<file path="src/rtl/mu0_mem_pkg.sv">
// rtl/mu0_mem_pkg.sv - shared FSM type and constants for the MU0 memory arbiter
package mu0_mem_pkg;

  typedef enum logic [1:0] {
    ST_IDLE,
    ST_ISSUE,
    ST_WAIT,
    ST_DONE
  } state_t;

  localparam int DEF_DATA_W  = 16;
  localparam int DEF_ADDR_W  = 16;
  localparam int MEM_LAT_MIN = 1;
  localparam int MEM_LAT_MAX = 4;
  localparam int LAT_CNT_W   = $clog2(MEM_LAT_MAX);

  // Out-of-range latencies are pulled into the supported window so the counter never wraps.
  function automatic int clamp_mem_lat(input int lat);
    if (lat < MEM_LAT_MIN) return MEM_LAT_MIN;
    if (lat > MEM_LAT_MAX) return MEM_LAT_MAX;
    return lat;
  endfunction

endpackage

</file>
<file path="src/rtl/mu0_mem_arbiter_if.sv">
// rtl/mu0_mem_arbiter_if.sv - host, core-port and memory bus bundle of the MU0 memory arbiter
interface mu0_mem_arbiter_if
  import mu0_mem_pkg::*;
#(
  parameter int DATA_W  = DEF_DATA_W,
  parameter int ADDR_W  = DEF_ADDR_W,
  parameter int N_PORTS = 2
);
  logic                        host_en;
  logic                        host_req;
  logic                        host_rnw;
  logic [ADDR_W-1:0]           host_addr;
  logic [DATA_W-1:0]           host_wdata;
  logic [DATA_W-1:0]           host_rdata;
  logic                        host_ack;
  logic [N_PORTS-1:0]          req;
  logic [N_PORTS-1:0]          rnw;
  logic [N_PORTS*ADDR_W-1:0]   addr;
  logic [N_PORTS*DATA_W-1:0]   wdata;
  logic [N_PORTS-1:0]          ack;
  logic [DATA_W-1:0]           rdata;
  logic                        mem_rq;
  logic                        mem_rnw;
  logic [ADDR_W-1:0]           mem_addr;
  logic [DATA_W-1:0]           mem_wdata;
  logic [DATA_W-1:0]           mem_rdata;
  logic                        busy;

  modport slave (
    input  host_en, host_req, host_rnw, host_addr, host_wdata,
    input  req, rnw, addr, wdata, mem_rdata,
    output host_rdata, host_ack, ack, rdata,
    output mem_rq, mem_rnw, mem_addr, mem_wdata, busy
  );

  modport master (
    output host_en, host_req, host_rnw, host_addr, host_wdata,
    output req, rnw, addr, wdata, mem_rdata,
    input  host_rdata, host_ack, ack, rdata,
    input  mem_rq, mem_rnw, mem_addr, mem_wdata, busy
  );

endinterface

</file>
<file path="src/rtl/mu0_rr_arbiter.sv">
// rtl/mu0_rr_arbiter.sv - combinational round-robin picker, search starts at i_ptr
module mu0_rr_arbiter #(
  parameter int N_PORTS = 2,
  parameter int IW      = (N_PORTS > 1) ? $clog2(N_PORTS) : 1
) (
  input  logic [N_PORTS-1:0] i_req,
  input  logic [IW-1:0]      i_ptr,
  output logic [N_PORTS-1:0] o_gnt,
  output logic [IW-1:0]      o_idx
);

  logic [IW:0] w_pos;
  logic        w_found;

  always_comb begin
    o_gnt   = '0;
    o_idx   = '0;
    w_found = 1'b0;
    w_pos   = '0;
    for (int i = 0; i < N_PORTS; i++) begin
      // One extra bit so ptr+i can be folded back below N_PORTS for non-power-of-two counts.
      w_pos = {1'b0, i_ptr} + (IW+1)'(i);
      if (w_pos >= (IW+1)'(N_PORTS)) w_pos = w_pos - (IW+1)'(N_PORTS);
      if (!w_found && i_req[w_pos[IW-1:0]]) begin
        w_found                = 1'b1;
        o_gnt[w_pos[IW-1:0]]   = 1'b1;
        o_idx                  = w_pos[IW-1:0];
      end
    end
  end

endmodule

</file>
<file path="src/rtl/mu0_mem_arbiter.sv">
// rtl/mu0_mem_arbiter.sv - registered host/core arbiter in front of the single-ported MU0 memory
module mu0_mem_arbiter
  import mu0_mem_pkg::*;
#(
  parameter int DATA_W  = DEF_DATA_W,
  parameter int ADDR_W  = DEF_ADDR_W,
  parameter int N_PORTS = 2,
  parameter int MEM_LAT = 1
) (
  input logic              clk,
  input logic              rst,
  mu0_mem_arbiter_if.slave bus
);

  localparam int IW  = (N_PORTS > 1) ? $clog2(N_PORTS) : 1;
  localparam int LAT = clamp_mem_lat(MEM_LAT);

  state_t               r_state;
  logic [LAT_CNT_W-1:0] r_cnt;
  logic                 r_host_sel;
  logic [IW-1:0]        r_gnt_idx;
  logic [IW-1:0]        r_rr_ptr;
  logic                 r_rnw;
  logic [ADDR_W-1:0]    r_addr;
  logic [DATA_W-1:0]    r_wdata;
  logic                 r_mem_rq;
  logic [N_PORTS-1:0]   r_ack;
  logic                 r_host_ack;
  logic [DATA_W-1:0]    r_rdata;
  logic [DATA_W-1:0]    r_host_rdata;
  logic                 r_busy;

  logic [N_PORTS-1:0]   w_gnt;
  logic [IW-1:0]        w_idx;
  logic                 w_any;
  logic                 w_sel_rnw;
  logic [ADDR_W-1:0]    w_sel_addr;
  logic [DATA_W-1:0]    w_sel_wdata;

  mu0_rr_arbiter #(.N_PORTS(N_PORTS), .IW(IW)) u_rr (
    .i_req (bus.req),
    .i_ptr (r_rr_ptr),
    .o_gnt (w_gnt),
    .o_idx (w_idx)
  );

  assign w_any     = |w_gnt;
  assign w_sel_rnw = bus.rnw[w_idx];

  always_comb begin
    w_sel_addr  = '0;
    w_sel_wdata = '0;
    for (int i = 0; i < N_PORTS; i++) begin
      if (w_idx == IW'(i)) begin
        w_sel_addr  = bus.addr[i*ADDR_W +: ADDR_W];
        w_sel_wdata = bus.wdata[i*DATA_W +: DATA_W];
      end
    end
  end

  always_ff @(posedge clk or posedge rst) begin
    if (rst) begin
      r_state      <= ST_IDLE;
      r_cnt        <= '0;
      r_host_sel   <= 1'b0;
      r_gnt_idx    <= '0;
      r_rr_ptr     <= '0;
      r_rnw        <= 1'b1;
      r_addr       <= '0;
      r_wdata      <= '0;
      r_mem_rq     <= 1'b0;
      r_ack        <= '0;
      r_host_ack   <= 1'b0;
      r_rdata      <= '0;
      r_host_rdata <= '0;
      r_busy       <= 1'b0;
    end else begin
      r_mem_rq   <= 1'b0;
      r_ack      <= '0;
      r_host_ack <= 1'b0;
      case (r_state)
        ST_IDLE: begin
          // Payload is frozen here; later changes by the requester are ignored.
          if (bus.host_en && bus.host_req) begin
            r_host_sel <= 1'b1;
            r_rnw      <= bus.host_rnw;
            r_addr     <= bus.host_addr;
            r_wdata    <= bus.host_wdata;
            r_mem_rq   <= 1'b1;
            r_busy     <= 1'b1;
            r_state    <= ST_ISSUE;
          end else if (!bus.host_en && w_any) begin
            r_host_sel <= 1'b0;
            r_gnt_idx  <= w_idx;
            r_rnw      <= w_sel_rnw;
            r_addr     <= w_sel_addr;
            r_wdata    <= w_sel_wdata;
            r_mem_rq   <= 1'b1;
            r_busy     <= 1'b1;
            r_state    <= ST_ISSUE;
          end
        end
        ST_ISSUE: begin
          r_cnt   <= LAT_CNT_W'(LAT - 1);
          r_state <= (LAT > 1) ? ST_WAIT : ST_DONE;
        end
        ST_WAIT: begin
          r_cnt <= r_cnt - 1'b1;
          if (r_cnt == LAT_CNT_W'(1)) r_state <= ST_DONE;
        end
        ST_DONE: begin
          if (r_rnw) begin
            if (r_host_sel) r_host_rdata <= bus.mem_rdata;
            else            r_rdata      <= bus.mem_rdata;
          end
          if (r_host_sel) begin
            r_host_ack <= 1'b1;
          end else begin
            r_ack[r_gnt_idx] <= 1'b1;
            r_rr_ptr         <= (r_gnt_idx == IW'(N_PORTS - 1)) ? '0 : r_gnt_idx + 1'b1;
          end
          r_busy  <= 1'b0;
          r_state <= ST_IDLE;
        end
        default: r_state <= ST_IDLE;
      endcase
    end
  end

  assign bus.mem_rq     = r_mem_rq;
  assign bus.mem_rnw    = r_rnw;
  assign bus.mem_addr   = r_addr;
  assign bus.mem_wdata  = r_wdata;
  assign bus.ack        = r_ack;
  assign bus.host_ack   = r_host_ack;
  assign bus.rdata      = r_rdata;
  assign bus.host_rdata = r_host_rdata;
  assign bus.busy       = r_busy;

endmodule
</file>
<file path="src/flat_wrapper.sv">
// flat-port wrapper written by rule: the top's interface ports become plain ports
module mu0_mem_arbiter_flat import mu0_mem_pkg::*;
#(
  parameter int DATA_W  = DEF_DATA_W,
  parameter int ADDR_W  = DEF_ADDR_W,
  parameter int N_PORTS = 2,
  parameter int MEM_LAT = 1
)
  (clk, rst, bus_host_en, bus_host_req, bus_host_rnw, bus_host_addr, bus_host_wdata, bus_req, bus_rnw, bus_addr, bus_wdata, bus_mem_rdata, bus_host_rdata, bus_host_ack, bus_ack, bus_rdata, bus_mem_rq, bus_mem_rnw, bus_mem_addr, bus_mem_wdata, bus_busy);
  mu0_mem_arbiter_if #(.DATA_W(DATA_W), .ADDR_W(ADDR_W), .N_PORTS(N_PORTS)) bus_i ();
  input logic clk;
  input logic rst;
  input wire logic [$bits(bus_i.host_en)-1:0] bus_host_en;
  input wire logic [$bits(bus_i.host_req)-1:0] bus_host_req;
  input wire logic [$bits(bus_i.host_rnw)-1:0] bus_host_rnw;
  input wire logic [$bits(bus_i.host_addr)-1:0] bus_host_addr;
  input wire logic [$bits(bus_i.host_wdata)-1:0] bus_host_wdata;
  input wire logic [$bits(bus_i.req)-1:0] bus_req;
  input wire logic [$bits(bus_i.rnw)-1:0] bus_rnw;
  input wire logic [$bits(bus_i.addr)-1:0] bus_addr;
  input wire logic [$bits(bus_i.wdata)-1:0] bus_wdata;
  input wire logic [$bits(bus_i.mem_rdata)-1:0] bus_mem_rdata;
  output wire logic [$bits(bus_i.host_rdata)-1:0] bus_host_rdata;
  output wire logic [$bits(bus_i.host_ack)-1:0] bus_host_ack;
  output wire logic [$bits(bus_i.ack)-1:0] bus_ack;
  output wire logic [$bits(bus_i.rdata)-1:0] bus_rdata;
  output wire logic [$bits(bus_i.mem_rq)-1:0] bus_mem_rq;
  output wire logic [$bits(bus_i.mem_rnw)-1:0] bus_mem_rnw;
  output wire logic [$bits(bus_i.mem_addr)-1:0] bus_mem_addr;
  output wire logic [$bits(bus_i.mem_wdata)-1:0] bus_mem_wdata;
  output wire logic [$bits(bus_i.busy)-1:0] bus_busy;
  assign bus_i.host_en = bus_host_en;
  assign bus_i.host_req = bus_host_req;
  assign bus_i.host_rnw = bus_host_rnw;
  assign bus_i.host_addr = bus_host_addr;
  assign bus_i.host_wdata = bus_host_wdata;
  assign bus_i.req = bus_req;
  assign bus_i.rnw = bus_rnw;
  assign bus_i.addr = bus_addr;
  assign bus_i.wdata = bus_wdata;
  assign bus_i.mem_rdata = bus_mem_rdata;
  assign bus_host_rdata = bus_i.host_rdata;
  assign bus_host_ack = bus_i.host_ack;
  assign bus_ack = bus_i.ack;
  assign bus_rdata = bus_i.rdata;
  assign bus_mem_rq = bus_i.mem_rq;
  assign bus_mem_rnw = bus_i.mem_rnw;
  assign bus_mem_addr = bus_i.mem_addr;
  assign bus_mem_wdata = bus_i.mem_wdata;
  assign bus_busy = bus_i.busy;
  mu0_mem_arbiter #(.DATA_W(DATA_W), .ADDR_W(ADDR_W), .N_PORTS(N_PORTS), .MEM_LAT(MEM_LAT)) u_core (.clk(clk), .rst(rst), .bus(bus_i));
endmodule
</file>
<file path="config.mk">
export PLATFORM = sky130hd
export DESIGN_NAME = mu0_mem_arbiter_flat
export DESIGN_NICKNAME = d
export VERILOG_FILES = /design/src/rtl/mu0_mem_pkg.sv /design/src/rtl/mu0_mem_arbiter_if.sv /design/src/rtl/mu0_rr_arbiter.sv /design/src/rtl/mu0_mem_arbiter.sv /design/src/flat_wrapper.sv
export SDC_FILE = /design/constraint.sdc
export NUM_CORES = 1
export LEC_CHECK = 0
export CAP_MARGIN = 20
export CORE_MARGIN = 5
export CORE_UTILIZATION = 30
export DETAILED_ROUTE_END_ITERATION = 10
export SKIP_CTS_REPAIR_TIMING = 1
export SYNTH_ARGS = -nofsm -noshare
export SYNTH_HDL_FRONTEND = slang
export SYNTH_SLANG_ARGS = --single-unit
</file>
<file path="constraint.sdc">
create_clock -name clk -period 7.4 [get_ports clk]
set_clock_uncertainty 0.15 [all_clocks]
set_input_delay 1.48 -clock clk [delete_from_list [all_inputs] [get_ports clk]]
set_output_delay 1.48 -clock clk [all_outputs]
set_load 0.01 [all_outputs]
</file>
==> metrics.md <==
| Metric | Value |
|---|---|
| Wire per inst | 18.3 um |
| Clk Latency, worst-skew pair | 330 ps |
| Max-capacitance violation count | 0 |
| Die W | 121 um |
| RSZ-0062 raised after global routing | no |
| Async S/R FF share, synth | 100% |
| Core area | 12100 um^2 |
| Power Dens Cells | 359 nW/um^2 |
| Final Non-Filler Cells | 700 |
| Worst-Margin Slew | 963 ps |
| PortBufs | 190 |
| Vias in the first global route | 3662 |
| Initial Utilization | 30.8% |
| Post-DP HPWL | 9330 um |
| Area grow syn2layout | 61.1% |
| Top-level port count | 191 |
| Data arrival, critical path | 3590 ps |
| Final hold vios | 0 |
| Seq pwr share | 34.3% |
| R2r startpoint | u_core.r_state[0] |
| Minimum clock period | 3520 ps |
| Worst hold stages | 1 |
| Min-delay src | u_core.r_gnt_idx |
| Synth Flop Type | dfrtp_1 |
| Maximum root-to-sink buffer count | 2 |
| Dpl ws | 3480 ps |
| Placed Cells | 683 |
| Cells on worst reg2reg path | 5 |
| Drt initial violations | 224 |
| Tot Pwr | 0.00215 W |
| EDFF count, synth | 0 |
| Worst setup SP type | input pin |
| Top-area cell type share of the netlist area | 51.2% |
| WS Path Type | input pin to register |
| Clock tree root buffer cell | clkbuf_16 |
| Sequential fraction of the synthesis area | 51.9% |
| Grt ovf | 0 |
| Mapped Nets | 475 |
| #FFs+latches synth | 77 |
| Ranking of synthesized cells by area | dfrtp_1, mux2_2, nor3_1 |
| DRC viols | 0 |
| Hold Crit Class | register to register |
| Yosys top cell by area | dfrtp_1 |
| Switch Pwr | 0.000724 W |
| H-tree depth | 3 |
| Most common cell in the netlist | dfrtp_1 |
| Via Count | 3488 |
| Ratio of cells with drive above 1 in the final layout | 12.1% |
| Reg clk slew, reported paths | 60 ps |
| Register-to-Register Setup Slack | 5020 ps |
| Clock share of power | 18.9% |
| Fmax | 284 MHz |
| Clk sinks | 77 |
| Power Internal | 0.00142 W |
| Outcome | finished, final reports clean |
| Setup WS post-layout | 3880 ps |
| Die Y | 121 um |
| Fin crit share | 47.6% |
| Switching Fraction | 33.7% |
| Global-route wire length before repair | 19900 um |
| Mean post-synth cell area | 10.6 um^2 |
| Req. time, crit path | 7470 ps |
| Post-synth top cells | dfrtp_1, nor3_1, a21oi_1, nand2_1, mux2_2 |
| Slew Viols, Final | 0 |
| Combinational power share | 46.8% |
| Setup-failing EPs final | 0 |
| CTS tree | built |
| Antenna viol nets, final | 0 |
| CP Capture Type | register |
| Final nets | 652 |
| Synth Warn # | 0 |
| Cell Area, Synth | 3710 um^2 |
| Global placer's final weighted congestion | 0.788 |
| Relative slew slack | 35.5% |
| Initial antenna violation count | 1 |
| Synthesized instance count | 349 |
| Rows | 40 |
| Final WL | 12800 um |
| Leakage | 2.41 nW |
| Fillcell total | 1099 |
| Final TNS setup | 0 ps |
| Max VDD drop | 0.156 mV |
| GR Util All Layers | 17.3% |
| Area of the die | 14700 um^2 |
| RR Endpoint | u_core.bus.mem_wdata[7] |
| Hold endpoint | u_core.bus.ack[0] |
| Via density | 4.98 |
| Yosys cell types | 31 |
| Crit-path max FO | 18 |
| DRT Pass-1 Iters | 4 |
| Fin util | 49.6% |
| Largest net degree at the start of global routing | 100 |
| Num CTS Buffers | 9 |
## registers in the layout (all words and copies together), names as in the netlist
name                   count
u_core.bus.ack             2
u_core.r_gnt_idx           1
u_core.bus.busy            1
u_core.bus.mem_rnw         1
u_core.r_cnt               2
u_core.bus.rdata          16
u_core.r_state             2
u_core.r_host_sel          1
u_core.r_rr_ptr            1
u_core.bus.host_ack        1
u_core.bus.mem_wdata      16
u_core.bus.mem_rq          1
u_core.bus.mem_addr       16
u_core.bus.host_rdata     16
## power by group through the flow
stage | sequential [W] | clock (W) | combinational, W
after floorplan | 0.000815 | 0 | 0.000375
after global placement | 0.000736 | 0 | 0.000989
after detailed placement | 0.000742 | 0 | 0.00102
after CTS | 0.000737 | 0.000417 | 0.00102
after global routing | 0.000762 | 0.000435 | 0.00109
final | 0.000737 | 0.000406 | 0.00100
## placed cells by master, fill, tap and decap left out, types with 3 or more instances in the layout
master / Yosys / layout
buf_4: 4 / 3
o21ai_0: 3 / 3
dfrtp_1: 76 / 76
o41ai_2: 5 / 5
a21oi_1: 36 / 36
nor3_1: 66 / 66
clkdlybuf4s50_1: 0 / 190
clkinv_2: 0 / 4
clkbuf_16: 0 / 9
o41ai_1: 28 / 28
ha_1: 5 / 5
mux2_2: 32 / 32
nor2_1: 4 / 4
nand2_1: 35 / 35
inv_1: 9 / 8
## area by class of cell
cell class | count | area [um^2] | area share, %
clock buffers | 9 | 225 | 3.77
clock inverters | 7 | 48.8 | 0.816
inverters | 10 | 38.8 | 0.649
repair buffers | 194 | 1950 | 32.6
well taps | 168 | 210 | 3.51
multi-input cells | 234 | 1580 | 26.3
flip-flops and latches | 77 | 1930 | 32.2
diodes | 1 | 2.50 | 0.0418
## kinds of logic after synthesis
| kind of cell | synth area share [%] |
|---|---|
| AND/OR/NAND/NOR | 14.7 |
| flip-flops | 51.9 |
| adder cells (fa/ha/maj) | 1.69 |
| AO/OA/AOI/OAI | 15.5 |
| multiplexers | 10.2 |
| buffers and inverters | 5.90 |
## worst max path at each step
stage / startpoint / cells after the start / end
final: bus_req[1] / 6 / u_core.bus.mem_wdata[7]
after global routing: bus_req[1] / 6 / u_core.bus.mem_wdata[13]
after CTS: bus_req[1] / 6 / u_core.bus.mem_wdata[8]
after detailed placement: bus_req[1] / 6 / u_core.bus.mem_wdata[8]
after global placement: bus_req[1] / 6 / u_core.bus.mem_addr[3]
after floorplan: rst / 1 / u_core.bus.ack[0]
## routing by layer
metal,GRT usage [%],routed length (um),vias to the layer above
li1,-,-,1637
met1,22.0,5430,1704
met2,28.9,6350,131
met3,3.31,751,16
met4,7.14,293,0
met5,0,0,-
## through the flow
step,instance area (um^2),hold WS (ps)
after floorplan,3710,266
after global placement,5680,310
after detailed placement,5700,306
after CTS,5980,315
after global routing,5980,352
final,5980,321
## worst max-delay path, cell delays in order
cell and delay, ps:
clkdlybuf4s50_1 580, nor2_1 80, nor2_2 630, buf_4 360, a21oi_1 70, o41ai_1 390
Note: power is estimated with default switching activity, not from simulation.
==> variant 1, RTL diff (same settings) <==
The package constant `DEF_DATA_W` goes from 16 to 32.
--- a/src/rtl/mu0_mem_pkg.sv
+++ b/src/rtl/mu0_mem_pkg.sv
@@ -8,7 +8,7 @@
     ST_DONE
   } state_t;
 
-  localparam int DEF_DATA_W  = 16;
+  localparam int DEF_DATA_W  = 32;
   localparam int DEF_ADDR_W  = 16;
   localparam int MEM_LAT_MIN = 1;
   localparam int MEM_LAT_MAX = 4;
Ports: changed (6 resized); port bits go from 191 to 303. The function was not compared with the original's and may differ.
==> variant 1 against the unedited design <==
  * Total power up 79%
  * Area after synthesis is 71% higher
  * Design area up 69%
  * Routed wire length up 77%
  * First-iteration DRC count is 17% lower
  * Setup slack worse by 550 ps
  * Critical path depth down 1
  * Combinational power grew 73%
  * Sequential cell count is 48 higher
  * Largest power group unchanged
  * Highest routed layer unchanged
==> variant 1: results (changes against the unedited design) <==
| Metric | Value |
|---|---|
| Status | `complete, no violations (unchanged)` |
| Number of fill cells | `1924 (was 1099)` |
| Via Count | `5436 (was 3488)` |
| Plain + repair buffers | `311 (was 194)` |
| Final period utilization | `0.551 (was 0.476)` |
| Critical path launch point | `bus_host_en (was bus_req[1])` |
| Slew @ Worst Pin | `991 ps (was 963 ps)` |
| Hpwl dp | `16500 um (was 9330 um)` |
| Reg2Reg Capture Point | `u_core.bus.mem_wdata[23]$_DFFE_PP0P_ (was u_core.bus.mem_wdata[7]$_DFFE_PP0P_)` |
| Post-DP Area | `9470 um^2 (was 5700 um^2)` |
| Share of layout cells above drive strength 1 | `0.195 (was 0.121)` |
| Later-pin clock latency in the skew report | `410 ps (was 330 ps)` |
| Hold WC Path Type | `flip-flop to flip-flop (unchanged)` |
| Static Leak | `0.00406 uW (was 0.00241 uW)` |
| Largest net degree at the start of global routing | `86 (was 100)` |
| Seq/total area | `0.310 (was 0.322)` |
| Vias in the first global route | `5868 (was 3662)` |
| Clock transition at path regs | `60 ps (about the same)` |
| TritonCTS Buffers | `17 (was 9)` |
| Avg Inst Size Synth | `12.1 um^2 (was 10.6 um^2)` |
| Worst r2r path cells | `7 (was 5)` |
| # H-tree levels | `4 (was 3)` |
| Area of the multi-input gates | `2880 um^2 (was 1580 um^2)` |
| Ant diodes | `3 (was 1)` |
| Total GRT Usage | `0.182 (was 0.173)` |
| Layout non-clock buf frac | `0.307 (was 0.326)` |
| DP Cell Count | `1065 (was 683)` |
| PD cells | `380 nW/um^2 (was 359 nW/um^2)` |
| Worst-case vdd ir drop | `0.000161 V (was 0.000156 V)` |
| Dominant cells by area after synthesis | `dfrtp_1, o41ai_2, mux2_1, nor3_1, nand2_2 (was dfrtp_1, mux2_2, nor3_1, o41ai_1, a21oi_1)` |
| Reg2Reg Setup Slack | `4830 ps (was 5020 ps)` |
| Initial antenna violation count | `2 (was 1)` |
| Routed wire length | `22700 um (was 12800 um)` |
| Register area share after synthesis | `0.492 (was 0.519)` |
| Net Count, Synth | `718 (was 475)` |
| Worst slack, placed | `2930 ps (was 3480 ps)` |
| Final #Nets | `1000 (was 652)` |
| Num sequential | `125 (was 77)` |
| First-pass GRT wire length | `34200 um (was 19900 um)` |
| Synth unique cells | `33 (was 31)` |
| ClkCell Share | `0.0599 (was 0.0458)` |
| Setup crit end | `u_core.bus.mem_addr[14]$_DFFE_PP0P_ (was u_core.bus.mem_wdata[7]$_DFFE_PP0P_)` |
| Multi-input gates | `346 (was 234)` |
| Vias/cell | `4.94 (was 4.98)` |
| Inverter count | `9 (was 10)` |
| Initial drt markers | `185 (was 224)` |
variant 1: cell count changes after synthesis, sizes merged, moves of 2 or more:
cell    change
buf        +14
dfrtp      +48
o41ai      +16
nand2      +17
nor3       +33
mux2       +32
nand3       -2
clkbuf      +6
a21oi      +16
variant 1: power breakdown:
part,switching [uW],internal (uW),total [uW]
Combinational,767,968,1730
Sequential,206,1020,1230
Clock,343,537,880
variant 1: cells by family after synthesis:
kind of cell	share of synthesized area
fa+ha+maj	0.00983
compound gates	0.186
buf+inv	0.0594
simple gates	0.135
mux	0.118
flops	0.492
variant 1: layer usage:
layer  routed length (um)  share of wire  global-route usage
met1                 9140           0.40               0.215
met2                11700           0.52               0.318
met3                 1250          0.055              0.0458
met4                  631          0.028              0.0704
met5                    0              0                   0
variant 1: critical path, cell delays in order:
cell,delay (ps)
clkdlybuf4s50_1,640
and2_4,820
buf_4,660
a21oi_1,190
o41ai_2,360
==> variant 2, RTL diff (same flow settings) <==
Made on the original files. Re-encode `state_t` (4 states) as one-hot, 4 bits wide.
--- a/src/rtl/mu0_mem_pkg.sv
+++ b/src/rtl/mu0_mem_pkg.sv
@@ -1,11 +1,11 @@
 // rtl/mu0_mem_pkg.sv - shared FSM type and constants for the MU0 memory arbiter
 package mu0_mem_pkg;
 
-  typedef enum logic [1:0] {
-    ST_IDLE,
-    ST_ISSUE,
-    ST_WAIT,
-    ST_DONE
+  typedef enum logic [3:0] {
+    ST_IDLE  = 4'b0001,
+    ST_ISSUE = 4'b0010,
+    ST_WAIT  = 4'b0100,
+    ST_DONE  = 4'b1000
   } state_t;
 
   localparam int DEF_DATA_W  = 16;
Behaviour: same outputs for any inputs over 10 cycles, from zero or initial values and one cycle with rst high; not proved beyond that.
==> variant 2 against the unedited design <==
  * Via count grew 7.7%
  * Non-clock buffer count increased by 3
  * Design area up 5.8%
  * Total power grew 1.2%
  * Largest power group unchanged
  * Routed wire length is 9.8% higher
  * Setup slack got worse by 940 ps
  * Area after synthesis rose by 9.9%
  * Register-to-register slack improved by 270 ps
  * Sequential share of layout area fell by 2.2 points
  * Sequential cell count down 1
==> variant 2: results (changes against the unedited design) <==
| Metric | Value |
|---|---|
| Share of layout cells above drive strength 1 | `0.117 (was 0.121)` |
| Post-synth top cells | `dfrtp_1, inv_1, and3_1 (was dfrtp_1, nor3_1, a21oi_1)` |
| Worst slack, placed | `2600 ps (was 3480 ps)` |
| Ys Warns | `0 (unchanged)` |
| Worst EP arrival | `4520 ps (was 3590 ps)` |
| Vias/cell | `5.20 (was 4.98)` |
| DP Cell Count | `706 (was 683)` |
| Initial antenna violation count | `0 (was 1)` |
| TritonCTS Buffers | `9 (unchanged)` |
| DR WL/cell | `19.5 um (was 18.3 um)` |
| Total GRT Usage | `0.171 (was 0.173)` |
| Relative slew slack | `0.266 (was 0.355)` |
| Number of fill cells | `1217 (was 1099)` |
| Worst-case vdd ir drop | `0.000130 V (was 0.000156 V)` |
| Hold WC Path Type | `flip-flop to flip-flop (unchanged)` |
| Largest net degree at the start of global routing | `77 (was 100)` |
| Synth unique cells | `33 (was 31)` |
| Final #Nets | `663 (was 652)` |
| Initial drt markers | `196 (was 224)` |
| Max clock buf depth | `2 (unchanged)` |
| Clock transition at path regs | `60 ps (about the same)` |
| Hpwl dp | `9930 um (was 9330 um)` |
| Avg Inst Size Synth | `10.8 um^2 (was 10.6 um^2)` |
| Static Leak | `0.00260 uW (was 0.00241 uW)` |
| RePlAce Congestion | `0.835 (was 0.788)` |
| Register area share after synthesis | `0.467 (was 0.519)` |
| Vias in the first global route | `3887 (was 3662)` |
| Layout Cells excl Fill | `723 (was 700)` |
| Ant diodes | `0 (was 1)` |
| Async SR Flop Fraction | `1.00 (unchanged)` |
| Status | `complete, no violations (unchanged)` |
| First-pass GRT wire length | `21900 um (was 19900 um)` |
| Later-pin clock latency in the skew report | `330 ps (about the same)` |
| Net Count, Synth | `498 (was 475)` |
| Crit path max fanout | `38 (was 18)` |
| DR pass1 iterations | `4 (unchanged)` |
| # H-tree levels | `3 (unchanged)` |
| Port Buffers | `190 (unchanged)` |
| Dominant cells by area after synthesis | `dfrtp_1, nor4b_1, o32ai_1, a211oi_1, mux2_2 (was dfrtp_1, mux2_2, nor3_1, o41ai_1, a21oi_1)` |
| Post-DP Area | `6010 um^2 (was 5700 um^2)` |
| Clock Tree Root | `clkbuf_16 (unchanged)` |
variant 2: cell types whose count changed after synthesis, moves of 19 or more:
cell	change
nor4b_1	+33
nand2_1	-33
and3_1	+34
o21ai_1	+20
o41ai_1	-28
nor3_1	-66
o32ai_1	+33
clkbuf_1	+19
inv_1	+26
a21oi_1	-35
a211oi_1	+33
variant 2: cell families (layout without fill, tap and decap cells):
group	Yosys count	after routing	synth area share
AND/OR/NAND/NOR	84	84	0.154
multiplexers	33	33	0.100
flip-flops	76	76	0.467
buffers and inverters	78	248	0.0936
AO/OA/AOI/OAI	106	106	0.185
variant 2: path summary, 6_finish.rpt:
kind | depth (start not counted) | from | slack (ps) | end
worst min-delay path | 1 | u_core.bus.host_rdata[10]$_DFFE_PP0P_ | 350 | u_core.bus.host_rdata[10]$_DFFE_PP0P_
worst max register to register | 4 | u_core.r_state[0]$_DFFE_PP1P_ | 5290 | u_core.bus.mem_addr[1]$_DFFE_PP0P_
worst max-delay path | 5 | bus_host_en | 2940 | u_core.bus.mem_addr[1]$_DFFE_PP0P_
worst min register to register | 1 | u_core.bus.host_rdata[10]$_DFFE_PP0P_ | 350 | u_core.bus.host_rdata[10]$_DFFE_PP0P_
min in group asynchronous | 3 | rst | 1280 | u_core.bus.host_rdata[3]$_DFFE_PP0P_
max in group asynchronous | 4 | rst | 5230 | u_core.r_state[0]$_DFFE_PP1P_
variant 2: power by group:
part           switching [uW]  total, uW  internal [uW]
Clock                     164        428            264
Combinational             432       1010            573
Sequential                125        741            616
variant 2: final cells by class:
type                    count  area [um^2]  share of cell area
clock buffers              15          288              0.0455
clock inverters             1         5.00            0.000791
inverters                  35          133              0.0210
multi-input cells         223         1800               0.285
flip-flops and latches     76         1900               0.301
well taps                 176          220              0.0348
repair buffers            197         1980               0.312
variant 2: critical path: stages:
cell and delay [ps]:
clkdlybuf4s50_1 920, o21ba_2 980, o21a_1 760, buf_8 250, o32ai_1 110
variant 2: per-stage QoR:
stage / utilization / hold WS (ps)
detailed placement: 0.452 / 342
global route: 0.476 / 361
global placement: 0.451 / 338
finish: 0.476 / 352
floorplan: - / 326
CTS: 0.474 / 355
variant 2: layer usage:
layer	track usage	share of wire
met5	0	0
met4	0.0461	0.014
met3	0.0559	0.098
met2	0.266	0.46
met1	0.231	0.43
